===== config.mk =====
export PLATFORM = sky130hd
export DESIGN_NAME = rice_stream_encoder_flat
export DESIGN_NICKNAME = d
export VERILOG_FILES = /design/src/rtl/rice_stream_encoder_if.sv /design/src/rtl/rice_stream_encoder.sv /design/src/flat_wrapper.sv
export SDC_FILE = /design/constraint.sdc
export NUM_CORES = 1
export LEC_CHECK = 0
export CAP_MARGIN = 0
export CELL_PAD_IN_SITES_DETAIL_PLACEMENT = 1
export CELL_PAD_IN_SITES_GLOBAL_PLACEMENT = 1
export CORE_AREA = 4 4 92 94
export CTS_BUF_LIST = sky130_fd_sc_hd__clkbuf_8
export CTS_CLUSTER_DIAMETER = 120
export DETAILED_ROUTE_END_ITERATION = 6
export DIE_AREA = 0 0 96 98
export GPL_TIMING_DRIVEN = 0
export MAX_ROUTING_LAYER = met4
export PLACE_DENSITY_LB_ADDON = 0.1
export SETUP_SLACK_MARGIN = 0.15
export SLEW_MARGIN = 15
export SYNTH_ARGS = -nofsm -noshare
export SYNTH_HDL_FRONTEND = slang
export SYNTH_SLANG_ARGS = --single-unit
export TNS_END_PERCENT = 5

===== constraint.sdc =====
create_clock -name iClock -period 3.6 [get_ports iClock]
set_input_delay 0.72 -clock iClock [delete_from_list [all_inputs] [get_ports iClock]]
set_output_delay 0.72 -clock iClock [all_outputs]
set_load 0.02 [all_outputs]

===== src/rtl/rice_stream_encoder_if.sv =====
// Residual-in / serial-bit-out bundle for the Rice encoder.
// The producer side drives the residual and the downstream accept strobe.
interface rice_stream_encoder_if #(
  parameter int DATA_WIDTH  = 16,
  parameter int PARAM_WIDTH = 4
);
  logic                   iEnable;
  logic                   iValid;
  logic [DATA_WIDTH-1:0]  iData;
  logic [PARAM_WIDTH-1:0] iRiceParam;
  logic                   oReady;
  logic                   oBit;
  logic                   oBitValid;
  logic                   oDone;

  modport master (
    output iEnable, iValid, iData, iRiceParam,
    input  oReady, oBit, oBitValid, oDone
  );

  modport slave (
    input  iEnable, iValid, iData, iRiceParam,
    output oReady, oBit, oBitValid, oDone
  );
endinterface


===== src/rtl/rice_stream_encoder.sv =====
// Folds signed residuals and emits the Rice codeword one bit per
// accepted cycle: q zeros, a '1' stop bit, then k remainder bits MSB-first.
module rice_stream_encoder #(
  parameter int DATA_WIDTH  = 16,
  parameter int PARAM_WIDTH = 4
) (
  input  logic iClock,
  input  logic iReset,
  rice_stream_encoder_if.slave bus
);
  typedef enum logic [1:0] {
    IDLE, UNARY, STOP, LSB
  } state_t;

  state_t state, state_n;

  logic [DATA_WIDTH-1:0]  cnt, cnt_n;
  logic [DATA_WIDTH-1:0]  rem, rem_n;
  logic [PARAM_WIDTH-1:0] k, k_n;
  logic [PARAM_WIDTH-1:0] idx, idx_n;

  logic [DATA_WIDTH-1:0] u, q, r;
  logic last, ready, load;

  // zig-zag fold: sign bit smeared across the word
  assign u = (bus.iData << 1) ^ {DATA_WIDTH{bus.iData[DATA_WIDTH-1]}};
  assign q = u >> bus.iRiceParam;
  assign r = u & ((DATA_WIDTH'(1) << bus.iRiceParam) - DATA_WIDTH'(1));

  assign last = (state == STOP && k == '0) ||
                (state == LSB && idx == '0);
  assign ready = !iReset &&
                 (state == IDLE || (last && bus.iEnable));
  assign load = bus.iValid && ready;

  assign bus.oReady    = ready;
  assign bus.oBitValid = (state != IDLE);
  assign bus.oDone     = last;

  always_comb begin
    bus.oBit = 1'b0;
    unique case (state)
      IDLE:  bus.oBit = 1'b0;
      UNARY: bus.oBit = 1'b0;
      STOP:  bus.oBit = 1'b1;
      LSB:   bus.oBit = rem[idx];
    endcase
  end

  always_comb begin
    state_n = state;
    cnt_n   = cnt;
    rem_n   = rem;
    k_n     = k;
    idx_n   = idx;
    unique case (state)
      IDLE: ;
      UNARY:
        if (bus.iEnable) begin
          if (cnt == DATA_WIDTH'(1)) state_n = STOP;
          else cnt_n = cnt - DATA_WIDTH'(1);
        end
      STOP:
        if (bus.iEnable && k != '0) state_n = LSB;
      LSB:
        if (bus.iEnable && idx != '0)
          idx_n = idx - PARAM_WIDTH'(1);
    endcase
    if (last && bus.iEnable && !load) state_n = IDLE;
    // a load on the final bit chains the next word with no bubble
    if (load) begin
      state_n = (q != '0) ? UNARY : STOP;
      cnt_n   = q;
      rem_n   = r;
      k_n     = bus.iRiceParam;
      idx_n   = bus.iRiceParam - PARAM_WIDTH'(1);
    end
  end

  always_ff @(posedge iClock or posedge iReset) begin
    if (iReset) begin
      state <= IDLE;
      cnt   <= '0;
      rem   <= '0;
      k     <= '0;
      idx   <= '0;
    end else begin
      state <= state_n;
      cnt   <= cnt_n;
      rem   <= rem_n;
      k     <= k_n;
      idx   <= idx_n;
    end
  end
endmodule


===== src/flat_wrapper.sv =====
// flat-port wrapper written by rule: the top's interface ports become plain ports
module rice_stream_encoder_flat 
#(
  parameter int DATA_WIDTH  = 16,
  parameter int PARAM_WIDTH = 4
)
  (iClock, iReset, bus_iEnable, bus_iValid, bus_iData, bus_iRiceParam, bus_oReady, bus_oBit, bus_oBitValid, bus_oDone);
  rice_stream_encoder_if #(.DATA_WIDTH(DATA_WIDTH), .PARAM_WIDTH(PARAM_WIDTH)) bus_i ();
  input  logic iClock;
  input  logic iReset;
  input wire logic [$bits(bus_i.iEnable)-1:0] bus_iEnable;
  input wire logic [$bits(bus_i.iValid)-1:0] bus_iValid;
  input wire logic [$bits(bus_i.iData)-1:0] bus_iData;
  input wire logic [$bits(bus_i.iRiceParam)-1:0] bus_iRiceParam;
  output wire logic [$bits(bus_i.oReady)-1:0] bus_oReady;
  output wire logic [$bits(bus_i.oBit)-1:0] bus_oBit;
  output wire logic [$bits(bus_i.oBitValid)-1:0] bus_oBitValid;
  output wire logic [$bits(bus_i.oDone)-1:0] bus_oDone;
  assign bus_i.iEnable = bus_iEnable;
  assign bus_i.iValid = bus_iValid;
  assign bus_i.iData = bus_iData;
  assign bus_i.iRiceParam = bus_iRiceParam;
  assign bus_oReady = bus_i.oReady;
  assign bus_oBit = bus_i.oBit;
  assign bus_oBitValid = bus_i.oBitValid;
  assign bus_oDone = bus_i.oDone;
  rice_stream_encoder #(.DATA_WIDTH(DATA_WIDTH), .PARAM_WIDTH(PARAM_WIDTH)) u_core (.iClock(iClock), .iReset(iReset), .bus(bus_i));
endmodule

# ---- Yosys cells after proc, flatten, opt, wreduce, memory -nomap -nowiden
# Cells that the tools add are included.
dict set report totals {
  ff_bits 42
  inputBits 24
  word_cells 67
}
dict set report op_classes {
  addsub 4
  n_lt_le_gt_ge 1
  n_eq_ne 8
  n_shift 2
  muxes 17
  n_bitwise 2
  n_reduce_logical 28
}
# op count
set ops {}
lappend ops {{16-bit 2-to-1 mux} 4}
lappend ops {{16-bit by 1-bit subtractor with 16-bit output (second input constant)} 2}
lappend ops {{16-bit AND} 1}
lappend ops {{16-bit by 1-bit == test with 1-bit output (second input constant)} 1}
lappend ops {{16-bit nonzero test} 1}
lappend ops {{1-bit by 4-bit left shift with 16-bit output (first input constant)} 1}
lappend ops {{16-bit by 4-bit >> shifter with 16-bit output} 1}
lappend ops {{16-bit XOR} 1}
lappend ops {{2-bit 2-to-1 mux} 6}
lappend ops {{4-bit 2-to-1 mux} 3}
lappend ops {{4-bit nonzero test} 3}
lappend ops {{2-bit nonzero test} 5}
lappend ops {{1-bit logical AND} 8}
lappend ops {{4-bit zero test} 2}
lappend ops {{4-bit by 1-bit subtractor with 4-bit output (second input constant)} 2}
lappend ops {{4-bit by 5-bit less-than comparator with 1-bit output (second input constant)} 1}
lappend ops {{1-bit binary-select mux with 4-bit select} 1}
lappend ops {{2-bit == test (second input constant)} 2}
lappend ops {{4-bit by 1-bit inequality test with 1-bit output (second input constant)} 1}
lappend ops {{4-bit by 2-bit inequality test with 1-bit output (second input constant)} 1}
lappend ops {{4-bit by 3-bit inequality test with 1-bit output (second input constant)} 1}
lappend ops {{2-bit one-hot mux with 2 select lines} 1}
lappend ops {{4-bit AND reduction} 1}
lappend ops {{1-bit one-hot mux with 3 select lines} 1}
lappend ops {{9 further kinds} 11}

# ---- Longest topological paths before layout
dict set report logic_depth {
  depth_word 11
  depth_mapped 14
  depth_no_buf 9
}

# ---- Worst setup path before layout
# Ideal clock, no wire load.
dict set report synth_timing {
  path_kind {input to register}
  from {input port bus_iRiceParam[2]}
  to {register u_core.rem[8]}
  t_arrival_ns 3.199
  t_required_ns 3.505
  slack_ns 0.306
  path_stages 13
  n_path_buf 5
  cell_sequence {clkbuf_1 > clkbuf_1 > buf_2 > buf_1 > nor3_1 > nand2_1 > ha_1 > clkbuf_1 > or2_2 > or2_2 > a211oi_1 > a31oi_1 > o31ai_1}
}
dict set report synth_between {
  elab_chain_cells 3
}
# item line
set synth_rtl {}
lappend synth_rtl {{start, declared} flat_wrapper.sv:14} ;# input wire logic [$bits(bus_i.iRiceParam)-1:0] bus_iRiceParam;
lappend synth_rtl {{1-bit by 4-bit left shift with 16-bit output} rice_stream_encoder.sv:28} ;# assign r = u & ((DATA_WIDTH'(1) << bus.iRiceParam) - DATA_WIDTH'(1));
lappend synth_rtl {{16-bit by 1-bit subtractor with 16-bit output} rice_stream_encoder.sv:28}
lappend synth_rtl {{16-bit AND} rice_stream_encoder.sv:28}
lappend synth_rtl {{end signal, assigned} rice_stream_encoder.sv:90} ;# rem <= rem_n;
lappend synth_rtl {{end, declared} rice_stream_encoder.sv:18} ;# logic [DATA_WIDTH-1:0] rem, rem_n;
# Every way passes these cells.
# A chain may end at the register's enable or synchronous reset.

# ---- Worst setup path after layout
dict set report layout_timing {
  from {input port bus_iEnable}
  to {output port bus_oReady}
}
dict set report layout_between {
  elab_chain_cells 3
}
# item line
set layout_rtl {}
lappend layout_rtl {{start, declared} flat_wrapper.sv:11} ;# input wire logic [$bits(bus_i.iEnable)-1:0] bus_iEnable;
lappend layout_rtl {{1-bit logical AND} rice_stream_encoder.sv:33} ;# (state == IDLE || (last && bus.iEnable));
lappend layout_rtl {{1-bit logical OR} rice_stream_encoder.sv:33}
lappend layout_rtl {{1-bit logical AND} rice_stream_encoder.sv:32} ;# assign ready = !iReset &&
lappend layout_rtl {{end, declared} flat_wrapper.sv:15} ;# output wire logic [$bits(bus_i.oReady)-1:0] bus_oReady;
# Every way passes these cells.

==> impl_metrics.toml <==
[floorplanning]
die_w_um = 96
die_y_um = 98
start_util_pct = 45.8
dieArea_mm2 = 0.00941
coreArea_mm2 = 0.00765
boundaryPins = 28
rows = 32

[critical_path]
critPathMostFrequentCell = "clkdlybuf4s50_1"
startpoint_type = "primary input"
cp.required_ps = 2880
endpoint = "bus_oReady"
worst-endpoint-arrival_ps = 2600
cpLargestDelayFamily = "buffers and inverters"
crit_slowest_cell = "clkdlybuf4s50_1"
worstReg2RegStart = "u_core.idx[0]"
slowest_delay_ps = 670
critPathLaunch = "bus_iEnable"
worstPathCellList = "clkdlybuf4s50_1 > nand3_1 > or3_1 > o31ai_2 > clkdlybuf4s50_1"
crit_fanout = 7
cp_num_cells = 5
path_buf_inv = 2
critPathKind = "primary input to output port"
reg2reg_to = "u_core.idx[2]"
reg2reg_slack_ps = 510
ff2ff_path_depth = 11
crit_path_end_kind = "output port"

[synth]
synth_edf_count = 0
synth.area.mux_share_pct = 17.0
synth_top_family_by_area = "simple AND/OR/NAND/NOR gates"
synth_area_mm2 = 0.00350
yosys_warnings = 0
syn-num-nets = 419
synth_compound_area_share_pct = 16.6
yosysMostFrequentCell = "nand2_1"
yosysSeqAreaShare_pct = 30.0
synthAdderAreaFrac_pct = 1.43
synth_ff_type = "dfrtp_1"
ys_ff_latch = 42
synthSimpleGateAreaFrac_pct = 19.6
synthTopCellsByCount = "nand2_1, dfrtp_1, mux2i_1, xnor2_1, o21ai_0"
async_flop_share_pct = 100
synth.avg_cell_area_um2 = 8.95
yosys-top-cells-area = "dfrtp_1, mux2i_1, mux4_2, xnor2_1, nand2_1"
synth_top_area_cell = "dfrtp_1"
synth-xor-area-share_pct = 10.0
synth_top_area_share_pct = 30.0
synthCells = 391
synth_cell_types = 60

[sta]
fmax_mhz = 301
finalHoldViolations = 0
worst_slew_pin_slew_ps = 767
rsz0062_at_grt = "yes"
slew_viol_final = 0
setup_viol = 0
maxSlewHeadroom_pct = 48.5
clock_skew_ps = 10.0
fin_crit_sh_pct = 92.3
fin_crit_ps = 3320

[cts]
cts_max_path_buffers = 2
root_buffer = "clkbuf_8"
clk_pin_slew_worst_paths_ps = 80
clock_sinks = 42
worstSkewPairLatency_ps = 300
cts_buffers = 5
cts_max_level = 2
postCtsSetupRepairBufs = 0
cts_tree = "yes"

[pwr]
peakVddDrop_mv = 0.257
power.leakage_nw = 1.63
power.density_cell_area_mw_per_mm2 = 532
total_power_mw = 2.12

[route]
routed_wl_um = 10400
wire_per_inst_um = 19.8
num_vias = 3122
ant_nets = 0
vias_per_cell = 5.96
drc = 0
firstDrtPassIters = 4
drtIter0Drc = 167

[cells_and_area]
finalNetCount = 450
final_util_pct = 52.0
final_layout_size_suffix_gt1_share_pct = 14.0
finalNonFillerCells = 524
diodes = 0
regArea_mm2 = 0.00105
multi_input_area_mm2 = 0.00228
final.fill_count = 912
syn_to_final_growth_pct = 13.7

[job]
max_cap_violations = 0

[grt]
antenna_found_initial = 0
grt_max_degree = 35
grt_pass1_wl_um = 17100
globalRouteTotalUtil_pct = 24.1
overflow = 0
grt_pass1_vias = 3257

[run_status]
status = "complete, no violations"

[placement]
dp_hpwl_um = 8100
globalplace.congestion = 0.876
portBuffers = 23
dp.cells = 517

[worst_hold_path]
worstHoldPathCells = 2
hold_path.class = "flip-flop to flip-flop"
-- stage by stage --
stage	hold WS, ps	worst slack (ps)	TNS [ps]	area [µm²]
after floorplan	430	306	0	3500
after global placement	454	-169	-277	3860
after detailed placement	459	-217	-475	3880
after CTS	478	164	0	3960
after global routing	501	82.1	0	3980
final	476	277	0	3980
-- logic make-up (layout without fill, tap and decap cells) --
family                     count (synthesis)  count (layout)
AOI/OAI and AO/OA                         85              85
xor gates and xnor gates                  40              40
adders and majority gates                  4               4
buffers and inverters                     41              72
DFF                                       42              42
muxes                                     42              42
and+or+nand+nor                          137             137
-- layout make-up --
class,instances,area share (%)
sequential,42,26.4
timing repair buffer,24,6.29
tap,102,3.21
buffer,33,4.12
clock inverter,2,0.251
inverter,8,0.754
clock buffer,5,1.73
multi-input combinational,308,57.2
-- placed cells by master (no fill, tap or decap), types with 5 or more instances in the layout --
cell type,n
nand2_1,51
dfrtp_1,42
mux2i_1,25
xnor2_1,24
o21ai_0,23
clkdlybuf4s50_1,23
nor2_1,21
nand3_1,16
xor2_1,16
buf_2,14
clkbuf_1,13
nor3_1,11
o31ai_1,11
mux4_2,11
a21oi_1,10
or3_1,6
inv_1,6
nand2b_1,5
clkbuf_8,5
-- worst register-to-register path: cells and delay by family (launching register included) --
family / cells / cell delay, ps
AOI/OAI and AO/OA: 3 / 560
adders and majority gates: 1 / 180
buffers and inverters: 3 / 710
DFF: 1 / 380
and+or+nand+nor: 4 / 1140
-- state kept, by name, indices dropped and copies added (netlist names) --
signal        cells
u_core.cnt       16
u_core.idx        4
u_core.k          4
u_core.rem       16
u_core.state      2
-- routing by layer --
metal | vias to the layer above | global-route usage (%) | share of wire, %
li1 | 1500 | - | -
met1 | 1548 | 32.9 | 46
met2 | 61 | 38.3 | 49
met3 | 13 | 1.93 | 2.8
met4 | 0 | 6.24 | 1.7
met5 | - | - | 0
-- where the power goes --
part           leakage [nW]  total [mW]  switching, mW  internal, mW
combinational          1.06       0.988          0.517         0.471
clock                0.0438       0.294          0.164         0.130
sequential            0.529       0.836          0.163         0.673
total                  1.63        2.12          0.844          1.27
-- worst min path at each step --
stage,start,to,slack (ps)
final,u_core.rem[9],u_core.rem[9],480
after detailed placement,u_core.rem[9],u_core.rem[9],460
after CTS,u_core.rem[9],u_core.rem[9],480
after global placement,u_core.rem[12],u_core.rem[12],450
after global routing,u_core.rem[6],u_core.rem[6],500
after floorplan,u_core.rem[9],u_core.rem[9],430
-- repair_timing --
action,in CTS,in global routing
setup endpoints to repair,1,5
gates resized for setup,1,9
hold buffers,0,0
Power figures use the tool's default switching activity.
